## config.mk

```make
export PLATFORM = sky130hd
export DESIGN_NAME = button_reader
export DESIGN_NICKNAME = d
export VERILOG_FILES = /design/src/rtl/btn_pkg.sv /design/src/rtl/button_debounce_ch.sv /design/src/rtl/button_reader.sv
export SDC_FILE = /design/constraint.sdc
export NUM_CORES = 1
export LEC_CHECK = 0
export ABC_AREA = 1
export CORE_MARGIN = 5
export CORE_UTILIZATION = 50
export CTS_BUF_LIST = sky130_fd_sc_hd__clkbuf_4
export CTS_CLUSTER_SIZE = 10
export DETAILED_ROUTE_END_ITERATION = 7
export PLACE_DENSITY = 0.68
export SYNTH_ARGS = -nofsm -noshare
export SYNTH_HDL_FRONTEND = slang
export SYNTH_SLANG_ARGS = --single-unit
```

## constraint.sdc

```tcl
create_clock -name clk -period 2.3 [get_ports clk]
set_clock_uncertainty 0.1 [all_clocks]
set_input_delay 0.46 -clock clk [delete_from_list [all_inputs] [get_ports clk]]
set_output_delay 0.46 -clock clk [all_outputs]
set_load 0.02 [all_outputs]
```

## src/rtl/btn_pkg.sv

```systemverilog
// Shared definitions for the button reader: channel FSM encoding and default parameter set.
package btn_pkg;

   // Per-channel debounce FSM encoding
   localparam logic [1:0] ST_OFF     = 2'd0;
   localparam logic [1:0] ST_CHK_ON  = 2'd1;
   localparam logic [1:0] ST_ON      = 2'd2;
   localparam logic [1:0] ST_CHK_OFF = 2'd3;

   // Default build: 6 buttons, 1 ms tick at 50 MHz, 20 ms debounce, 1 s hold
   localparam int DEF_NUM_BTN        = 6;
   localparam int DEF_TICK_DIV       = 50000;
   localparam int DEF_DEBOUNCE_TICKS = 20;
   localparam int DEF_HOLD_TICKS     = 1000;
   localparam int DEF_ACTIVE_LOW     = 0;

endpackage

```

## src/rtl/button_debounce_ch.sv

```systemverilog
// One button channel: 2-flop synchroniser, polarity fix-up, debounce FSM with
// tick-based debounce and hold counters, and a sticky press flag.
module button_debounce_ch
   import btn_pkg::*;
#(
   parameter int DEBOUNCE_TICKS = DEF_DEBOUNCE_TICKS,
   parameter int HOLD_TICKS     = DEF_HOLD_TICKS,
   parameter int ACTIVE_LOW     = DEF_ACTIVE_LOW
) (
   input  logic clk,
   input  logic rst,
   input  logic btn_in,
   input  logic latch_clr,
   input  logic tick,
   output logic btn_state,
   output logic btn_press,
   output logic btn_release,
   output logic btn_hold,
   output logic press_latched
);

   localparam int DEB_W  = $clog2(DEBOUNCE_TICKS + 1);
   localparam int HOLD_W = $clog2(HOLD_TICKS + 1);

   localparam logic [DEB_W-1:0]  DEB_LAST  = DEB_W'(DEBOUNCE_TICKS - 1);
   localparam logic [DEB_W-1:0]  DEB_ONE   = DEB_W'(1);
   localparam logic [HOLD_W-1:0] HOLD_LAST = HOLD_W'(HOLD_TICKS - 1);
   localparam logic [HOLD_W-1:0] HOLD_MAX  = HOLD_W'(HOLD_TICKS);
   localparam logic [HOLD_W-1:0] HOLD_ONE  = HOLD_W'(1);

   // Released pin level; the synchroniser idles here so s reads 0 out of reset
   localparam logic PIN_IDLE = (ACTIVE_LOW != 0);

   logic [1:0]        r_sync;
   logic [1:0]        r_fsm;
   logic [DEB_W-1:0]  r_deb_cnt;
   logic [HOLD_W-1:0] r_hold_cnt;
   logic              r_state;
   logic              r_press;
   logic              r_release;
   logic              r_hold;
   logic              r_latched;
   logic              w_s;

   // Normalised level, 1 = pressed regardless of pin polarity
   assign w_s = r_sync[1] ^ PIN_IDLE;

   // Two-flop synchroniser for the asynchronous pin
   always_ff @(posedge clk) begin
      if (rst) begin
         r_sync <= {2{PIN_IDLE}};
      end else begin
         r_sync <= {r_sync[0], btn_in};
      end
   end

   // Debounce FSM; pulses are cleared every cycle unless an event fires
   always_ff @(posedge clk) begin
      if (rst) begin
         r_fsm      <= ST_OFF;
         r_deb_cnt  <= '0;
         r_hold_cnt <= '0;
         r_state    <= 1'b0;
         r_press    <= 1'b0;
         r_release  <= 1'b0;
         r_hold     <= 1'b0;
      end else begin
         r_press   <= 1'b0;
         r_release <= 1'b0;
         r_hold    <= 1'b0;
         case (r_fsm)
            ST_OFF: begin
               if (w_s) begin
                  r_fsm     <= ST_CHK_ON;
                  r_deb_cnt <= '0;
               end
            end
            ST_CHK_ON: begin
               if (!w_s) begin
                  r_fsm <= ST_OFF;
               end else if (tick) begin
                  if (r_deb_cnt == DEB_LAST) begin
                     r_fsm      <= ST_ON;
                     r_state    <= 1'b1;
                     r_press    <= 1'b1;
                     r_hold_cnt <= '0;
                  end else begin
                     r_deb_cnt <= r_deb_cnt + DEB_ONE;
                  end
               end
            end
            ST_ON: begin
               // Hold counter saturates so the hold pulse fires only once per press
               if (tick && (r_hold_cnt != HOLD_MAX)) begin
                  r_hold_cnt <= r_hold_cnt + HOLD_ONE;
                  if (r_hold_cnt == HOLD_LAST) begin
                     r_hold <= 1'b1;
                  end
               end
               if (!w_s) begin
                  r_fsm     <= ST_CHK_OFF;
                  r_deb_cnt <= '0;
               end
            end
            ST_CHK_OFF: begin
               // Hold counter is frozen here so a bounce does not restart the hold
               if (w_s) begin
                  r_fsm <= ST_ON;
               end else if (tick) begin
                  if (r_deb_cnt == DEB_LAST) begin
                     r_fsm     <= ST_OFF;
                     r_state   <= 1'b0;
                     r_release <= 1'b1;
                  end else begin
                     r_deb_cnt <= r_deb_cnt + DEB_ONE;
                  end
               end
            end
            default: begin
               r_fsm <= ST_OFF;
            end
         endcase
      end
   end

   // Sticky press flag; a press pulse overrides a coincident clear
   always_ff @(posedge clk) begin
      if (rst) begin
         r_latched <= 1'b0;
      end else if (r_press) begin
         r_latched <= 1'b1;
      end else if (latch_clr) begin
         r_latched <= 1'b0;
      end
   end

   assign btn_state     = r_state;
   assign btn_press     = r_press;
   assign btn_release   = r_release;
   assign btn_hold      = r_hold;
   assign press_latched = r_latched;

endmodule

```

## src/rtl/button_reader.sv

```systemverilog
// Button reader top: shared debounce-tick prescaler fanned out to NUM_BTN
// independent debounce channels.
module button_reader
   import btn_pkg::*;
#(
   parameter int NUM_BTN        = DEF_NUM_BTN,
   parameter int TICK_DIV       = DEF_TICK_DIV,
   parameter int DEBOUNCE_TICKS = DEF_DEBOUNCE_TICKS,
   parameter int HOLD_TICKS     = DEF_HOLD_TICKS,
   parameter int ACTIVE_LOW     = DEF_ACTIVE_LOW
) (
   input  logic               clk,
   input  logic               rst,
   input  logic [NUM_BTN-1:0] btn_in,
   input  logic [NUM_BTN-1:0] latch_clr,
   output logic [NUM_BTN-1:0] btn_state,
   output logic [NUM_BTN-1:0] btn_press,
   output logic [NUM_BTN-1:0] btn_release,
   output logic [NUM_BTN-1:0] btn_hold,
   output logic [NUM_BTN-1:0] press_latched
);

   localparam int TICK_W = $clog2(TICK_DIV);

   localparam logic [TICK_W-1:0] TICK_LAST = TICK_W'(TICK_DIV - 1);
   localparam logic [TICK_W-1:0] TICK_ONE  = TICK_W'(1);

   logic [TICK_W-1:0] r_tick_cnt;
   logic              w_tick;

   assign w_tick = (r_tick_cnt == TICK_LAST);

   // Free-running prescaler, wraps after TICK_DIV cycles
   always_ff @(posedge clk) begin
      if (rst) begin
         r_tick_cnt <= '0;
      end else if (w_tick) begin
         r_tick_cnt <= '0;
      end else begin
         r_tick_cnt <= r_tick_cnt + TICK_ONE;
      end
   end

   for (genvar g = 0; g < NUM_BTN; g++) begin : g_ch
      button_debounce_ch #(
         .DEBOUNCE_TICKS (DEBOUNCE_TICKS),
         .HOLD_TICKS     (HOLD_TICKS),
         .ACTIVE_LOW     (ACTIVE_LOW)
      ) u_ch (
         .clk           (clk),
         .rst           (rst),
         .btn_in        (btn_in[g]),
         .latch_clr     (latch_clr[g]),
         .tick          (w_tick),
         .btn_state     (btn_state[g]),
         .btn_press     (btn_press[g]),
         .btn_release   (btn_release[g]),
         .btn_hold      (btn_hold[g]),
         .press_latched (press_latched[g])
      );
   end

endmodule
```

==> impl_metrics.yaml <==
setup_path:
  critPathBufInv: 1
  crit_path_top_delay_cell: "clkdlybuf4s50_1"
  required_ns: 1.74
  path_cells: "clkdlybuf4s50_1"
  start_kind: "register"
  crit_arrival_ns: 1.61
  cpPeakStageDelay_ns: 0.66
  cp_max_fo: 2
  crit_type: "reg2out"
  critPathTopFamily: "buffers and inverters"
  endpoint_kind: "output port"
logic_synthesis:
  yosys-top-cells-area: "dfxtp_1 (39%), nand2_1 (13%), nor2_1 (8.5%), inv_1 (6.8%), a21oi_1 (5.9%)"
  syn-cell-area_mm2: 0.00817
  synth_top_area_cell: "dfxtp_1"
  synth_top_area_share_pct: 39.2
  yosysUniqueCellTypes: 46
  ys_seq_area_share_pct: 39.2
  ys_ff_latch: 160
  ys.flop_type: "dfxtp_1"
  syn_nets: 1219
  syn_inst: 1186
  async_reset_ff_share_pct: 0
  synth_edf_count: 0
  ys_warn_count: 0
  avgSynthCellArea_um2: 6.89
min_path:
  min_path_type: "in2reg"
place:
  port_buffers: 43
  place_ws_ns: 0.189
  place_inst: 1400
  place_hpwl_um: 11300
  gp_congestion: 0.815
  dpl_cell_area_mm2: 0.00859
pwr:
  peakVddDrop_mv: 0.403
  intPower_mw: 3.99
  p_per_area_mw_per_mm2: 576
  p_sw_share_pct: 22.7
  p_leak_nw: 3.55
  p_seq_share_pct: 55.0
  p_total_mw: 5.16
  clock_power_share_pct: 39.6
  combPwrFrac_pct: 5.4
  p_sw_mw: 1.17
timing:
  maxSlewViolCount: 0
  maxSlewHeadroom_pct: 68.9
  fmax_mhz: 460
  worstMarginPinSlew_ns: 0.464
  min_period_ns: 2.17
  fin_crit_sh_pct: 94.4
  setup_slack_ns: 0.128
  setup_viol: 0
  setup_tns_ns: 0
  grt_setup_unrepaired: "no"
  hold_slack_ns: 0.283
  final-hold-violation-count: 0
drt:
  detail_route.wirelength_um: 16100
  via_per_inst: 4.92
  dr_total_vias: 7042
  drt_iter0_markers: 350
  drc: 0
  antenna_left: 0
  post_drt_wl_per_cell_um: 11.2
  first_pass_iters: 5
cells_and_area:
  nets: 1236
  final_util_pct: 56.2
  final_cells: 1432
  final_cell_mix: "nand2_1 (274), nor2_1 (184), dfxtp_1 (160)"
  layout_commonest_cell: "nand2_1"
  final_area_mm2: 0.00896
  drive_gt1_share_pct: 6.91
  area_growth_pct: 9.63
clock_tree:
  clkSinkCount: 160
  htreeDepth: 4
  clkTransAtPathRegs_ns: 0.13
  numCtsBuffers: 17
  cts_tree: "yes"
  clock_latency_ns: 0.54
  ctsHoldBuffers: 0
  cts_root_buffer: "clkbuf_4"
  post_cts_buffers: 0
  cts_max_path_buffers: 2
floorplanning:
  row_count: 46
  dieArea_mm2: 0.0190
  start_util_pct: 51.3
  die_h_um: 138
  core_mm2: 0.0159
  ios: 44
  fp.dieW_um: 138
grt:
  first_global_vias: 6478
  grt_max_degree: 56
  antenna_found_initial: 1
  grt_overflow: 0
  grt_usage_pct: 17.9
  grt_first_pass_wirelength_um: 28100
job:
  drv_cap: 0
outcome:
  status: "completed"
[power by group through the flow]
| stage | Combinational (mW) | Sequential [mW] | Clock, mW |
|---|---|---|---|
| 2_1_floorplan | 0.206 | 2.89 | 0 |
| 3_3_place_gp | 0.278 | 2.90 | 0 |
| 3_5_place_dp | 0.279 | 2.90 | 0 |
| 4_1_cts | 0.281 | 2.84 | 2.12 |
| 5_1_grt | 0.324 | 2.85 | 2.24 |
| 6_report | 0.280 | 2.84 | 2.04 |
[cell families after synthesis]
kind of cell               after synthesis  share of synthesized area, %
DFF                                    160                          39.2
AOI/OAI and AO/OA                      159                          10.6
xor gates and xnor gates                12                          1.29
buffers and inverters                  203                          11.4
adders and majority gates               19                          2.91
and+or+nand+nor                        633                          34.5
[per-layer routing]
| metal | up-vias | wire length, um | GRT usage [%] |
|---|---|---|---|
| met3 | 19 | 645 | 3.92 |
| li1 | 3805 | - | - |
| met1 | 3120 | 8060 | 23.6 |
| met4 | 0 | 198 | 5.05 |
| met2 | 98 | 7150 | 29.5 |
| met5 | - | 0 | 0 |
[registers in the layout, summed over array words and instances (netlist names), named ones only]
| register | count |
|---|---|
| g_ch.u_ch.r_hold_cnt | 60 |
| g_ch.u_ch.r_deb_cnt | 30 |
| r_tick_cnt | 16 |
| g_ch.u_ch.r_sync | 12 |
| g_ch.u_ch.btn_hold | 6 |
| g_ch.u_ch.btn_press | 6 |
| g_ch.u_ch.btn_release | 6 |
| g_ch.u_ch.btn_state | 6 |
| g_ch.u_ch.press_latched | 6 |
| g_ch.u_ch.r_fsm | 6 |
[worst paths after layout]
kind / start / to / depth (start not counted) / slack, ns
worst max-delay path: g_ch[3].u_ch.press_latched / press_latched[3] / 1 / 0.13
worst min-delay path: rst / g_ch[1].u_ch.press_latched / 3 / 0.28
worst max register to register: r_tick_cnt[0] / g_ch[0].u_ch.r_hold_cnt[6] / 11 / 0.25
worst min register to register: g_ch[5].u_ch.r_sync[0] / g_ch[5].u_ch.r_sync[1] / 2 / 0.30
[cells in the mapped netlist, types with 5 or more instances]
cell / instances
nand2_1: 274
nor2_1: 185
dfxtp_1: 160
inv_1: 147
a21oi_1: 97
nand3_1: 80
o21ai_0: 38
buf_4: 31
nor3_1: 25
ha_1: 19
nand4_1: 17
xor2_1: 12
clkbuf_1: 11
nand2_2: 7
or2_2: 7
nor4_1: 6
buf_6: 5
nand3_4: 5
nor3b_1: 5
[worst register-to-register path, delay by kind of cell, from the launching register on]
family,cells,cell delay (ns)
fa+ha+maj,1,0.20
buf+inv,1,0.26
flops,1,0.38
simple gates,9,1.03
[final cells by class]
type | count | area [um2]
antenna | 1 | 2.50
clock buffer | 19 | 143
clock inverter | 12 | 214
fill | 1594 | 6980
inverter | 149 | 559
multi-input combinational | 823 | 4050
sequential | 160 | 3200
tap | 216 | 270
timing repair buffer | 52 | 522
[repair_timing]
item | in CTS | in global routing
setup endpoints to repair | 0 | 18
resized for setup | 0 | 4
endpoints found under the hold margin | 0 | 0
Note: power is estimated with default switching activity, not from simulation.
